**config.mk**
```make
export PLATFORM = sky130hd
export DESIGN_NAME = qosc_config_loader
export DESIGN_NICKNAME = d
export VERILOG_FILES = /design/src/rtl/qosc_config_loader.sv
export SDC_FILE = /design/constraint.sdc
export NUM_CORES = 1
export LEC_CHECK = 0
export ABC_AREA = 1
export BUFFER_PORTS_ARGS = -buffer_cell sky130_fd_sc_hd__buf_4
export CORE_MARGIN = 2
export CORE_UTILIZATION = 52
export CTS_CLUSTER_DIAMETER = 200
export CTS_CLUSTER_SIZE = 16
export DETAILED_ROUTE_END_ITERATION = 10
export PLACE_DENSITY = 0.76
export SYNTH_ARGS = -nofsm -noshare
export SYNTH_HDL_FRONTEND = slang
export SYNTH_SLANG_ARGS = --single-unit
```
**constraint.sdc**
```tcl
create_clock -name clk -period 1.7 [get_ports clk]
set_input_delay 0.17 -clock clk [delete_from_list [all_inputs] [get_ports clk]]
set_output_delay 0.17 -clock clk [all_outputs]
set_load 0.01 [all_outputs]
```
**src/rtl/qosc_config_loader.sv**
```systemverilog
// Byte-serial loader for the quadrature oscillator preload words.
// Assembles a checksummed frame in shadow registers and commits it atomically with a load strobe.
module qosc_config_loader #(
    parameter int unsigned WIDTH       = 16,
    parameter int unsigned TIMEOUT     = 1023,
    parameter int unsigned LOAD_CYCLES = 4
) (
    input  logic             clk,
    input  logic             rst,
    input  logic [7:0]       data_in,
    input  logic             data_valid,
    output logic             data_ready,
    output logic [WIDTH-1:0] re_coeff,
    output logic [WIDTH-1:0] im_coeff,
    output logic [WIDTH-1:0] power,
    output logic [WIDTH-1:0] accu_re_init,
    output logic [WIDTH-1:0] accu_im_init,
    output logic             load,
    output logic             err_checksum,
    output logic             err_timeout,
    output logic [7:0]       frame_cnt
);

    localparam int unsigned NBYTES = 10;
    localparam int unsigned SH_W   = 8 * NBYTES;
    localparam int unsigned TO_W   = $clog2(TIMEOUT + 1);
    localparam int unsigned LC_W   = 4;
    localparam int unsigned IDX_W  = 4;
    localparam logic [7:0]  HEADER = 8'hA5;

    typedef enum logic [1:0] {
        S_IDLE,
        S_PAYLOAD,
        S_CHECK,
        S_LOAD
    } state_t;

    state_t           state_q, state_d;
    logic             ready_q, ready_d;
    logic             load_q, load_d;
    logic             errc_q, errc_d;
    logic             errt_q, errt_d;
    logic [7:0]       fcnt_q, fcnt_d;
    logic [7:0]       csum_q, csum_d;
    logic [IDX_W-1:0] idx_q, idx_d;
    logic [TO_W-1:0]  to_q, to_d;
    logic [LC_W-1:0]  lcnt_q, lcnt_d;
    logic [SH_W-1:0]  shadow_q, shadow_d;
    logic [WIDTH-1:0] re_q, re_d, im_q, im_d, pw_q, pw_d, ar_q, ar_d, ai_q, ai_d;
    logic             accept;
    logic             to_expire;

    assign accept    = data_valid && ready_q;
    assign to_expire = (to_q == TO_W'(TIMEOUT - 1));

    // Next-state logic; shadow is a shift register so byte 0 (re_coeff MSB) lands at the top
    always_comb begin
        state_d  = state_q;
        ready_d  = ready_q;
        load_d   = load_q;
        errc_d   = errc_q;
        errt_d   = errt_q;
        fcnt_d   = fcnt_q;
        csum_d   = csum_q;
        idx_d    = idx_q;
        to_d     = to_q;
        lcnt_d   = lcnt_q;
        shadow_d = shadow_q;
        re_d     = re_q;
        im_d     = im_q;
        pw_d     = pw_q;
        ar_d     = ar_q;
        ai_d     = ai_q;

        case (state_q)
            S_IDLE: begin
                if (accept && data_in == HEADER) begin
                    errc_d  = 1'b0;
                    errt_d  = 1'b0;
                    csum_d  = 8'h00;
                    idx_d   = '0;
                    to_d    = '0;
                    state_d = S_PAYLOAD;
                end
            end
            S_PAYLOAD: begin
                if (accept) begin
                    shadow_d = {shadow_q[SH_W-9:0], data_in};
                    csum_d   = csum_q ^ data_in;
                    idx_d    = idx_q + IDX_W'(1);
                    to_d     = '0;
                    if (idx_q == IDX_W'(NBYTES - 1)) begin
                        state_d = S_CHECK;
                    end
                end else if (to_expire) begin
                    errt_d  = 1'b1;
                    to_d    = '0;
                    state_d = S_IDLE;
                end else begin
                    to_d = to_q + TO_W'(1);
                end
            end
            S_CHECK: begin
                if (accept) begin
                    to_d = '0;
                    if (data_in == csum_q) begin
                        re_d    = WIDTH'(shadow_q[79:64]);
                        im_d    = WIDTH'(shadow_q[63:48]);
                        pw_d    = WIDTH'(shadow_q[47:32]);
                        ar_d    = WIDTH'(shadow_q[31:16]);
                        ai_d    = WIDTH'(shadow_q[15:0]);
                        load_d  = 1'b1;
                        ready_d = 1'b0;
                        fcnt_d  = fcnt_q + 8'd1;
                        lcnt_d  = LC_W'(1);
                        state_d = S_LOAD;
                    end else begin
                        errc_d  = 1'b1;
                        state_d = S_IDLE;
                    end
                end else if (to_expire) begin
                    errt_d  = 1'b1;
                    to_d    = '0;
                    state_d = S_IDLE;
                end else begin
                    to_d = to_q + TO_W'(1);
                end
            end
            S_LOAD: begin
                if (lcnt_q == LC_W'(LOAD_CYCLES)) begin
                    load_d  = 1'b0;
                    ready_d = 1'b1;
                    lcnt_d  = '0;
                    state_d = S_IDLE;
                end else begin
                    lcnt_d = lcnt_q + LC_W'(1);
                end
            end
            default: state_d = S_IDLE;
        endcase
    end

    always_ff @(posedge clk) begin
        if (rst) begin
            state_q  <= S_IDLE;
            ready_q  <= 1'b1;
            load_q   <= 1'b0;
            errc_q   <= 1'b0;
            errt_q   <= 1'b0;
            fcnt_q   <= 8'h00;
            csum_q   <= 8'h00;
            idx_q    <= '0;
            to_q     <= '0;
            lcnt_q   <= '0;
            shadow_q <= '0;
            re_q     <= '0;
            im_q     <= '0;
            pw_q     <= '0;
            ar_q     <= '0;
            ai_q     <= '0;
        end else begin
            state_q  <= state_d;
            ready_q  <= ready_d;
            load_q   <= load_d;
            errc_q   <= errc_d;
            errt_q   <= errt_d;
            fcnt_q   <= fcnt_d;
            csum_q   <= csum_d;
            idx_q    <= idx_d;
            to_q     <= to_d;
            lcnt_q   <= lcnt_d;
            shadow_q <= shadow_d;
            re_q     <= re_d;
            im_q     <= im_d;
            pw_q     <= pw_d;
            ar_q     <= ar_d;
            ai_q     <= ai_d;
        end
    end

    assign data_ready   = ready_q;
    assign load         = load_q;
    assign err_checksum = errc_q;
    assign err_timeout  = errt_q;
    assign frame_cnt    = fcnt_q;
    assign re_coeff     = re_q;
    assign im_coeff     = im_q;
    assign power        = pw_q;
    assign accu_re_init = ar_q;
    assign accu_im_init = ai_q;

endmodule

```
# [Word-level counts from Yosys, hierarchy flattened]
# Index checks and enable logic that the tools add are counted.
# W data, S select, Z words.
[totals] n_memories=0 input_bits=11 ram_bits=0 out_inout_bits=92 wordCells=92 latchBits=0 mem_bits_ro=0 regBits=200
[classes] n_eq_ne=17 bitwise=1 div_mod_pow=0 shifts=0 mux=37 order_cmp=0 addsub=4 n_mul=0 n_reduce_logical=17
[ops] cell="$mux W10" count=3
[ops] cell="$mux W4" count=5
[ops] cell="$pmux W10 S2" count=1
[ops] cell="$mux W8" count=2
[ops] cell="$pmux W4 S2" count=2
[ops] cell="$pmux W8 S2" count=1
[ops] cell="$mux W2" count=7
[ops] cell="$ne A2 B2 Y1 const B" count=7
[ops] cell="$reduce_and A3 Y1" count=4
[ops] cell="$reduce_and A4 Y1" count=3
[ops] cell="$mux W1" count=11
[ops] cell="$add A10 B1 Y10 const B" count=1
[ops] cell="$eq A10 B10 Y1 const B" count=1
[ops] cell="$add A4 B1 Y4 const B" count=2
[ops] cell="$add A8 B1 Y8 const B" count=1
[ops] cell="$eq A8 B8 Y1" count=1
[ops] cell="$eq A8 B8 Y1 const B" count=1
[ops] cell="$pmux W1 S2" count=4
[ops] cell="$pmux W2 S4" count=1
[ops] cell="$reduce_bool A2 Y1" count=4
[ops] cell="$xor A8 B8 Y8" count=1
[ops] cell="$eq A2 B2 Y1 const B" count=2
[ops] cell="$eq A4 B3 Y1 const B" count=1
[ops] cell="$eq A4 B4 Y1 const B" count=1
[ops] cell="7 further kinds" count=9

# [Logic depth before layout (Yosys ltp)]
[logic_depth] depth_word=4 depth_mapped=12 ltp_nobuf=11

# [Worst setup path after synthesis]
# Ideal clock, no wire load.
[synth_path] path_kind="reg-to-reg" from="reg state_q[0]" to="reg to_q[7]" t_required_ns=1.585 synth_period_minus_slack_ns=1.618 setup_time_ns=0.115 slack_ns=0.082 arrival_ns=1.503 path_stages_with_launch=11 n_path_buf=1 cell_sequence="dfxtp_1 -> inv_1 -> ha_1 -> inv_1 -> nand2_1 -> nand2_1 -> buf_2 -> inv_2 -> nand2_1 -> nor2_1 -> o21a_1"
[synth_between] elab_chain_len=4 word_cells_on_any_way=8 classes_between="3 x eq/ne; 1 x mux; 4 x reduce/logical"
[synth_rtl] item="from (decl)" line="38" source="state_t state_q, state_d;"
[synth_rtl] item="from (signal assigned)" line="162" source="state_q <= state_d;"
[synth_rtl] item="$eq A2 B2 Y1 / $eq A2 B1 Y1 (equally long branches)" line="75" source="case (state_q)"
[synth_rtl] item="$reduce_or A2 Y1 (no line)"
[synth_rtl] item="$reduce_bool A2 Y1 (no line)"
[synth_rtl] item="$reduce_and A2 Y1 (no line)"
[synth_rtl] item="to (signal assigned)" line="170" source="to_q <= to_d;"
[synth_rtl] item="to (decl)" line="46" source="logic [TO_W-1:0] to_q, to_d;"
# Parallel ways exist; a longest one is shown, timed or not.
# A chain may end at the register's enable or synchronous reset.

# [Worst setup path in the final report]
[layout_path] from="reg csum_q[2]" to="reg pw_q[5], in the netlist power[5]"
[layout_between] elab_chain_len=2
[layout_rtl] item="from (decl)" line="44" source="logic [7:0] csum_q, csum_d;"
[layout_rtl] item="from (signal assigned)" line="168" source="csum_q <= csum_d;"
[layout_rtl] item="$eq A8 B8 Y1" line="106" source="if (data_in == csum_q) begin"
[layout_rtl] item="$reduce_and A3 Y1 (no line)"
[layout_rtl] item="to (signal assigned)" line="175" source="pw_q <= pw_d;"
[layout_rtl] item="to (decl)" line="49" source="logic [WIDTH-1:0] re_q, re_d, im_q, im_d, pw_q, pw_d, ar_q, ar_d, ai_q, ai_d;"
# No other way between the ends.

==> results.json <==
{
  "synth_fa_ha_area_share_pct": 1.746,
  "fin_ws_ns": 0.02111,
  "start_util_pct": 52.44,
  "chipHeight_um": 127.1,
  "synth.area.mux_share_pct": 0,
  "grt_pass1_wl_mm": 29.60,
  "synth_cells": 1025,
  "synth_compound_area_share_pct": 15.49,
  "synth_warnings": 0,
  "worstSkewPairLatency_ns": 0.44,
  "status": "complete, no violations",
  "cts_buffers": 17,
  "cts_sinks": 200,
  "ys_ff_latch": 200,
  "synth-seq-area-share_pct": 50.79,
  "grt_overflow_total": 0,
  "ys_types": 31,
  "cts_tree": "yes",
  "ir_worst_vdd_uv": 773.2,
  "diodes": 0,
  "critPathMaxFanout": 13,
  "final.setup.tns_ns": 0,
  "crit_required_ns": 2.00,
  "die_w_um": 127.1,
  "drc": 0,
  "critPathLaunch": "csum_q[2]$_SDFFE_PP0P_",
  "cts.path.max_buffers": 2,
  "fmax_ghz": 0.5956,
  "hold_ws_ns": 0.02164,
  "synthXorXnorAreaFrac_pct": 0.7777,
  "arrival_ns": 1.98,
  "synth_top_cell_area_share_pct": 50.79,
  "wire_per_inst_um": 14.18,
  "cp_slowest_cell": "dfxtp_2",
  "post_dp_cell_area_mm2": 0.008912,
  "pre_cts_slack_ns": -0.02478,
  "clk_pin_slew_worst_paths_ns": 0.07,
  "drt_iter0_drc": 529,
  "drtAntennaViolNets": 0,
  "slew_violations": 0,
  "htree_levels": 4,
  "avgSynthCellArea_um2": 7.692,
  "yosys.area.top_type": "dfxtp_1",
  "holdCritStartpoint": "data_in[6]",
  "power_density_mw_per_mm2": 1176,
  "synth_top_family_by_area": "simple AND/OR/NAND/NOR gates",
  "yosys.area_share.simple_pct": 24.71,
  "hold_viol": 0,
  "gp_congestion": 0.8318,
  "syn_nets": 1047,
  "tightestPinTransition_ns": 0.5538,
  "fin_crit_sh_pct": 98.76,
  "slowest_delay_ns": 0.33,
  "crit_family": "simple AND/OR/NAND/NOR gates",
  "dieArea_mm2": 0.01616,
  "grt_pass1_vias": 6238,
  "num_vias": 7053,
  "skew_ns": 0.008195,
  "timing.slew.headroom_pct": 63.08,
  "firstDrtPassIters": 5,
  "critPathCaptureType": "flop",
  "min_path_type": "input pin to flop",
  "top_level_ports": 103,
  "wirelength_mm": 18.96,
  "syn_to_final_growth_pct": 25.47,
  "syn_area_mm2": 0.007884,
  "total_power_uw": 11630,
  "root_buffer": "clkbuf_16",
  "ys_top_cells_by_area": "dfxtp_1 51%, nand2_1 10%, nor2_1 8.7%",
  "critical_path_class": "flop to flop",
  "period_needed_ns": 1.679,
  "r2r_start": "csum_q[2]$_SDFFE_PP0P_",
  "setup_viol": 0,
  "antenna_found_initial": 0,
  "coreArea_mm2": 0.01503,
  "leakage_uw": 0.004172,
  "rsz0062_at_grt": "yes",
  "fin_area_mm2": 0.009892,
  "grt_use_total_pct": 22.23,
  "core.rowCount": 45,
  "cp_num_buf_inv": 4,
  "cp-start-kind": "flop",
  "fin_nets": 1158,
  "portBuffers": 102,
  "crit_chain": "inv_1 > nand2_1 > nand2_2 > nand2_2 > nor2_2 > nand4_1 > buf_4 > buf_12 > clkbuf_16 > nand2_1 > a21oi_1",
  "layout-drive-gt1-share_pct": 25.15,
  "drv_cap": 0,
  "dpl.hpwl_mm": 11.38,
  "vias_per_cell": 5.275,
  "grt_max_degree": 101
}
==> path summary, 6_finish.rpt <==
check                                   end  slack, ns  cells after the start
setup reg to reg      power[5]$_SDFFE_PP0P_       0.02                     11
hold reg to reg   re_coeff[14]$_SDFFE_PP0P_       0.46                      2
hold / removal     shadow_q[6]$_SDFFE_PP0P_       0.02                      3
setup / recovery      power[5]$_SDFFE_PP0P_       0.02                     11
==> worst min-delay path: cells and delay by family <==
| kind | cells | cell delay [ns] |
|---|---|---|
| compound gates | 1 | 0.06 |
| buf+inv | 2 | 0.18 |
==> cells by family after synthesis <==
| family | after synthesis |
|---|---|
| and+or+nand+nor | 477 |
| AOI/OAI and AO/OA | 218 |
| DFF | 200 |
| buffers and inverters | 112 |
| adders and majority gates | 11 |
| xor gates and xnor gates | 7 |
==> layout make-up <==
class / instances / area (µm²)
Inverter: 53 / 211.5
Timing Repair Buffer: 150 / 1388
Clock inverter: 14 / 115.1
Tap cell: 188 / 235.2
Clock buffer: 18 / 439.2
Multi-Input combinational cell: 713 / 3480
Timing Repair inverter: 1 / 8.758
Sequential cell: 200 / 4015
Fill cell: 1316 / 5141
==> layout by cell type, fill, tap and decap left out, types with 3 or more instances in the layout <==
cell type and instances:
nand3_1 19, o21ai_0 89, nand2_2 44, nor2_1 180, clkbuf_16 22, xor2_1 5, dlygate4sd3_1 5, buf_12 8
dfxtp_2 9, ha_2 3, clkinv_4 3, a21oi_2 33, buf_6 5, inv_1 44, nand4_1 6, nor3_1 14
ha_1 8, clkinvlp_4 4, buf_4 123, a21oi_1 86, nand2_1 203, inv_6 4, buf_8 3, inv_2 8
dfxtp_1 191
==> registers in the layout (all words and copies together), names as in the netlist <==
signal,cells
err_checksum,1
csum_q,8
data_ready,1
lcnt_q,4
im_coeff,16
idx_q,4
load,1
frame_cnt,8
err_timeout,1
power,16
accu_re_init,16
accu_im_init,16
shadow_q,80
state_q,2
re_coeff,16
to_q,10
==> synth_stat cells <==
library cell  count
o21ai_2           1
buf_2            11
a21oi_2          30
o31ai_1           1
o21ai_0          92
o211ai_1          2
nor3_1           16
inv_2             6
o21a_1            1
or2_2             1
nor3b_1           2
clkinv_1          1
nand2_1         216
nand4_1           6
a21oi_1          89
nor3_2            1
dfxtp_1         200
xor2_1            5
a31oi_1           1
nor2_2            1
buf_4             2
xnor2_1           2
a211oi_1          1
nor2_1          183
clkinv_4          1
inv_1            45
ha_1             11
nand2_2          32
clkbuf_1         42
buf_12            4
nand3_1          19
==> metal layers <==
metal  vias up  track usage [%]  wire [µm]
met4         0            6.852        260
met3        26            4.439        862
li1       3507                -          -
met1      3328            30.64       8934
met2       192            35.52       8906
met5         -                0          0
==> metrics by stage <==
| stage | cells | utilization [%] |
|---|---|---|
| 2_1_floorplan | 1025 | - |
| 3_3_place_gp | 1290 | 59.28 |
| 3_5_place_dp | 1290 | 59.28 |
| 4_1_cts | 1328 | 63.45 |
| 5_1_grt | 1337 | 65.80 |
| 6_report | 1337 | 65.80 |
==> repair_timing <==
action | CTS | global route
gates cloned | 0 | 8
endpoints found under the setup margin | 38 | 193
hold buffers | 5 | 0
endpoints found under the hold margin | 5 | 0
resized for setup | 4 | 61
pin swaps | 1 | 4
buffers inserted | 1 | 1
==> power by group <==
group          internal (µW)  total, µW  switching, µW
Clock                   1950       3810           1860
Combinational            859       2300           1440
Sequential              5150       5530            377
(Power assumes the default switching activity.)
